$ cat config.mk
export PLATFORM = sky130hd
export DESIGN_NAME = cpu_control_fsm
export DESIGN_NICKNAME = d
export VERILOG_FILES = /design/src/rtl/cpu_pkg.sv /design/src/rtl/alu8.sv /design/src/rtl/cpu_control_fsm.sv
export SDC_FILE = /design/constraint.sdc
export NUM_CORES = 1
export LEC_CHECK = 0
export BUFFER_PORTS_ARGS = -buffer_cell sky130_fd_sc_hd__buf_2
export CORE_ASPECT_RATIO = 1.2
export CORE_MARGIN = 8
export CORE_UTILIZATION = 40
export CTS_BUF_LIST = sky130_fd_sc_hd__clkbuf_16
export CTS_CLUSTER_DIAMETER = 100
export CTS_CLUSTER_SIZE = 24
export DETAILED_ROUTE_END_ITERATION = 12
export SYNTH_ARGS = -nofsm -noshare
export SYNTH_HDL_FRONTEND = slang
export SYNTH_SLANG_ARGS = --single-unit
$ cat constraint.sdc
create_clock -name clk -period 7.4 [get_ports clk]
set_input_delay 0.37 -clock clk [delete_from_list [all_inputs] [get_ports clk]]
set_output_delay 0.37 -clock clk [all_outputs]
set_load 0.1 [all_outputs]
$ cat src/rtl/cpu_pkg.sv
// rtl/cpu_pkg.sv - opcode, state and instruction field constants for the 8-bit CPU controller
package cpu_pkg;

    localparam logic [3:0] OP_NOP  = 4'h0;
    localparam logic [3:0] OP_LDI  = 4'h1;
    localparam logic [3:0] OP_MOV  = 4'h2;
    localparam logic [3:0] OP_ADD  = 4'h3;
    localparam logic [3:0] OP_SUB  = 4'h4;
    localparam logic [3:0] OP_AND  = 4'h5;
    localparam logic [3:0] OP_OR   = 4'h6;
    localparam logic [3:0] OP_XOR  = 4'h7;
    localparam logic [3:0] OP_JMP  = 4'h8;
    localparam logic [3:0] OP_JZ   = 4'h9;
    localparam logic [3:0] OP_HALT = 4'hF;

    localparam logic [2:0] S_FETCH     = 3'd0;
    localparam logic [2:0] S_DECODE    = 3'd1;
    localparam logic [2:0] S_EXECUTE   = 3'd2;
    localparam logic [2:0] S_WRITEBACK = 3'd3;
    localparam logic [2:0] S_HALT      = 3'd4;

    localparam int OP_MSB  = 15;
    localparam int OP_LSB  = 12;
    localparam int RD_MSB  = 11;
    localparam int RD_LSB  = 9;
    localparam int RS_MSB  = 8;
    localparam int RS_LSB  = 6;
    localparam int IMM_MSB = 7;
    localparam int IMM_LSB = 0;

    // Opcodes A..E are reserved; they retire like NOP but raise illegal_op.
    function automatic logic is_illegal(input logic [3:0] op);
        return (op >= 4'hA) && (op <= 4'hE);
    endfunction

endpackage

$ cat src/rtl/alu8.sv
// rtl/alu8.sv - combinational ALU for the CPU controller (ADD/SUB/AND/OR/XOR, pass-through for LDI/MOV)
module alu8
    import cpu_pkg::*;
#(
    parameter int W = 8
) (
    input  logic [3:0]   op,
    input  logic [W-1:0] a,
    input  logic [W-1:0] b,
    output logic [W-1:0] res,
    output logic         carry,
    output logic         zero
);

    logic [W:0] sum;

    assign sum = {1'b0, a} + {1'b0, b};

    always_comb begin
        res   = '0;
        carry = 1'b0;
        case (op)
            OP_ADD: {carry, res} = sum;
            OP_SUB: begin
                res   = a - b;
                carry = (a < b);
            end
            OP_AND: res = a & b;
            OP_OR:  res = a | b;
            OP_XOR: res = a ^ b;
            OP_LDI, OP_MOV: res = b;
            default: res = '0;
        endcase
    end

    assign zero = (res == '0);

endmodule

$ cat src/rtl/cpu_control_fsm.sv
// rtl/cpu_control_fsm.sv - multi-cycle fetch/decode/execute/writeback controller for the 8-bit CPU
module cpu_control_fsm
    import cpu_pkg::*;
#(
    parameter int PC_W   = 8,
    parameter int DATA_W = 8
) (
    input  logic              clk,
    input  logic              rst_n,
    output logic              imem_req,
    output logic [PC_W-1:0]   imem_addr,
    input  logic              imem_ready,
    input  logic [15:0]       imem_rdata,
    output logic [2:0]        rf_read_reg1,
    output logic [2:0]        rf_read_reg2,
    input  logic [DATA_W-1:0] rf_read_data1,
    input  logic [DATA_W-1:0] rf_read_data2,
    output logic              rf_write_enable,
    output logic [DATA_W-1:0] rf_write_data,
    output logic              flag_zero,
    output logic              flag_carry,
    output logic              halted,
    output logic              illegal_op
);

    logic [2:0]        state;
    logic [PC_W-1:0]   pc;
    logic [15:0]       instr;
    logic [DATA_W-1:0] op_a;
    logic [DATA_W-1:0] op_b;
    logic [DATA_W-1:0] res;

    logic [3:0]        op;
    logic [2:0]        rd;
    logic [2:0]        rs;
    logic [7:0]        imm;
    logic [PC_W-1:0]   pc_inc;
    logic [PC_W-1:0]   imm_pc;
    logic [DATA_W-1:0] alu_b;
    logic [DATA_W-1:0] alu_res;
    logic              alu_carry;
    logic              alu_zero;

    assign op     = instr[OP_MSB:OP_LSB];
    assign rd     = instr[RD_MSB:RD_LSB];
    assign rs     = instr[RS_MSB:RS_LSB];
    assign imm    = instr[IMM_MSB:IMM_LSB];
    assign pc_inc = pc + PC_W'(1);
    assign imm_pc = PC_W'(imm);

    // LDI routes the immediate through the ALU's pass-through path so all results share one register.
    assign alu_b = (op == OP_LDI) ? DATA_W'(imm) : op_b;

    alu8 #(
        .W (DATA_W)
    ) u_alu (
        .op    (op),
        .a     (op_a),
        .b     (alu_b),
        .res   (alu_res),
        .carry (alu_carry),
        .zero  (alu_zero)
    );

    always_ff @(posedge clk or negedge rst_n) begin
        if (!rst_n) begin
            state      <= S_FETCH;
            pc         <= '0;
            instr      <= '0;
            op_a       <= '0;
            op_b       <= '0;
            res        <= '0;
            flag_zero  <= 1'b0;
            flag_carry <= 1'b0;
            halted     <= 1'b0;
        end else begin
            case (state)
                S_FETCH: begin
                    if (imem_ready) begin
                        instr <= imem_rdata;
                        state <= S_DECODE;
                    end
                end
                S_DECODE: begin
                    op_a  <= rf_read_data1;
                    op_b  <= rf_read_data2;
                    state <= S_EXECUTE;
                end
                S_EXECUTE: begin
                    case (op)
                        OP_LDI, OP_MOV: begin
                            res   <= alu_res;
                            state <= S_WRITEBACK;
                        end
                        OP_ADD, OP_SUB, OP_AND, OP_OR, OP_XOR: begin
                            res        <= alu_res;
                            flag_zero  <= alu_zero;
                            flag_carry <= alu_carry;
                            state      <= S_WRITEBACK;
                        end
                        OP_JMP: begin
                            pc    <= imm_pc;
                            state <= S_FETCH;
                        end
                        // Branch decision uses the flag left by the previous instruction.
                        OP_JZ: begin
                            pc    <= flag_zero ? imm_pc : pc_inc;
                            state <= S_FETCH;
                        end
                        OP_HALT: begin
                            halted <= 1'b1;
                            state  <= S_HALT;
                        end
                        default: begin
                            pc    <= pc_inc;
                            state <= S_FETCH;
                        end
                    endcase
                end
                S_WRITEBACK: begin
                    pc    <= pc_inc;
                    state <= S_FETCH;
                end
                S_HALT: state <= S_HALT;
                default: state <= S_FETCH;
            endcase
        end
    end

    // Strobes are decoded from state so the async reset clears them without waiting for a clock.
    assign imem_req        = rst_n && (state == S_FETCH);
    assign imem_addr       = pc;
    assign rf_read_reg1    = rd;
    assign rf_read_reg2    = rs;
    assign rf_write_enable = (state == S_WRITEBACK);
    assign rf_write_data   = res;
    assign illegal_op      = (state == S_EXECUTE) && is_illegal(op);

endmodule
==> out/metrics.yaml <==
run_status:
  status: "finished, final reports clean"
clock_network:
  ctsHoldBuffers: 0
  cts_max_path_buffers: 2
  cts-resized-gates: 0
  cts.htree.levels: 2
  cts_buffers: 5
  cts_tree: "yes"
  clock-sinks: 54
  worstSkewPairLatency_ps: 300
  cts_setup_buffers: 0
  clk_pin_slew_ps: 70
  clock-root-buffer: "clkbuf_16"
placement:
  port_buffers: 62
  gp_congestion: 0.925
  pre_cts_slack_ps: 3150
  post-dp-hpwl_um: 7430
timing:
  tns_ps: 0
  fin_worst_skew_ps: 5.66
  post-route-worst-setup-slack_ps: 3140
  hold_ws_ps: 196
  max_slew_margin: 0.470
  worst_pin_slew_ps: 793
  period_minus_slack_ps: 4260
  grt_setup_unrepaired: "no"
  maxSlewViolCount: 0
  final_hold_viol_count: 0
  setup_viol: 0
  fmax_mhz: 235
  finalCritPeriodShare: 0.576
synth:
  synth_xor_area_frac: 0.00706
  post_synth_and_or_nand_nor_area_fraction: 0.128
  synth_warnings: 0
  synth_edf_count: 0
  syn_avg_cell_area_sq_um: 9.76
  synth_top_family_by_area: "compound AO/OA/AOI/OAI gates"
  synth.area.mux_share: 0.138
  synth-seq-cells: 54
  yosys.area.top_type: "dfrtp_1"
  syn-cell-area_sq_mm: 0.00372
  yosys-top-cells-area: "dfrtp_1 36%, mux2_2 11%, ha_1 8.7%, a21oi_1 3.1%, o21ai_0 2.8%"
  ys_types: 66
  syn_inst: 381
  synth-compound-area-share: 0.202
  synth_top_cell_area_share: 0.363
  yosysSeqAreaShare: 0.363
  synthArstFlopShare: 1.00
  ys.flop_type: "dfrtp_1"
  syn_nets: 443
  yosys.area_share.adder: 0.0928
floorplan:
  chipHeight_um: 122
  initial_core_util: 0.412
  io_pins: 63
  die_area_sq_mm: 0.0127
  coreArea_sq_mm: 0.00903
  die_width_um: 104
  row_count: 38
finish:
  ff_latch_area_sq_mm: 0.00135
  multi_input_area_sq_mm: 0.00212
  drive_gt1_frac: 0.305
  fin_nets: 494
  num-fill-cells: 921
  finish.utilization: 0.469
  diodes: 0
  syn2layout_area_growth_pct: 14.0
route:
  dr.pass1.iters: 4
  routed_wl_um: 9740
  drt_iter0_drc: 142
  post_drt_wl_per_cell_um: 17.6
  vias: 2983
  ant_nets: 0
  post_drt_via_cell_ratio: 5.39
  drc: 0
hold_path:
  hp-class: "primary input to async pin"
global_route:
  grt_pass1_vias: 3040
  antenna_found_initial: 0
  grt-ovfl-total: 0
  track_usage: 0.156
  grt_pass1_wl_um: 16000
  grt_max_degree: 56
critical_path:
  worstPathArrival_ps: 4470
  worstRegToRegCells: 12
  path_max_fanout: 17
  crit_required_ps: 7610
  endpoint_kind: "flip-flop"
  critPathKind: "flip-flop to flip-flop"
  cp-start-kind: "flip-flop"
run:
  drv_cap: 0
[cells in the mapped netlist (6+ instances only)]
cell      instances
dfrtp_1          54
o21ai_0          21
nor2b_1           6
clkbuf_1          8
nand2_1          24
ha_1             26
inv_1            26
o22a_1            7
mux2_2           37
buf_4             7
nor3_1            6
nand3_1           8
a31oi_1           8
mux2i_1           6
nor2_1           27
a21oi_1          23
[placed cells by master, fill, tap and decap left out, drive strengths merged, types with 3 or more instances in the layout]
master  count
nand3       8
o22ai       3
xnor2       3
nor3        8
inv        26
a221oi      4
and3        4
clkbuf      5
a31oi       8
a211o       5
a211oi      5
a22o        3
buf        68
mux2       38
o21a        3
nand2      24
nand2b      4
ha         26
dfrtp      54
o221ai      4
o21ai      23
nor2b       6
a21oi      24
nor2       27
o22a        7
mux2i       6
[sequential cells by signal (all words and copies together) (netlist names)]
name / count
op_a: 8
state: 3
rf_write_data: 8
instr: 16
flag_carry: 1
op_b: 8
flag_zero: 1
imem_addr: 8
halted: 1
[layer usage]
metal | GRT usage | vias to the layer above | share of wire
met3 | 0.0343 | 10 | 0.050
met5 | 0 | - | 0
met1 | 0.189 | 1419 | 0.44
met2 | 0.272 | 73 | 0.49
li1 | - | 1481 | -
met4 | 0.0490 | 0 | 0.012
[worst max-delay path, stage by stage, from the launching register on]
cell       delay, ps
dfrtp_1          580
nor2b_1          710
and2_1           460
mux2_2           430
inv_1             90
ha_1             290
or2_4            290
a2111oi_2        390
nor3_1           120
a221o_1          320
a21oi_2          180
nand3_1          110
o31ai_2          220
[cells by family after synthesis]
| family | after synthesis |
|---|---|
| simple gates | 95 |
| compound gates | 107 |
| buf+inv | 50 |
| mux | 45 |
| xor+xnor | 3 |
| flops | 54 |
| fa+ha+maj | 27 |
[metrics by stage]
| step | instances | instance area, sq um |
|---|---|---|
| after floorplan | 381 | 3720 |
| after global placement | 545 | 4080 |
| after detailed placement | 545 | 4080 |
| after CTS | 553 | 4240 |
| after global routing | 553 | 4240 |
| final | 553 | 4240 |
[worst paths after layout]
| check | startpoint | end | slack (ps) |
|---|---|---|---|
| max | instr[13] | flag_zero | 3140 |
| min | rst_n | imem_addr[0] | 200 |
| max reg2reg | instr[13] | flag_zero | 3140 |
| min reg2reg | flag_carry | flag_carry | 470 |
| max in group asynchronous | rst_n | op_b[6] | 6720 |
| min in group clk | rf_read_data1[4] | op_a[4] | 270 |
[cell type report]
cell class / count / share of cell area
well taps: 120 / 0.0354
flip-flops and latches: 54 / 0.319
repair buffers: 68 / 0.0838
inverters: 26 / 0.0230
clock buffers: 5 / 0.0295
multi-input cells: 277 / 0.500
clock inverters: 3 / 0.00944
Power is left out: the tool's default activity adds up to more than one toggle a clock period on the data nets, which glitch-free logic cannot reach.
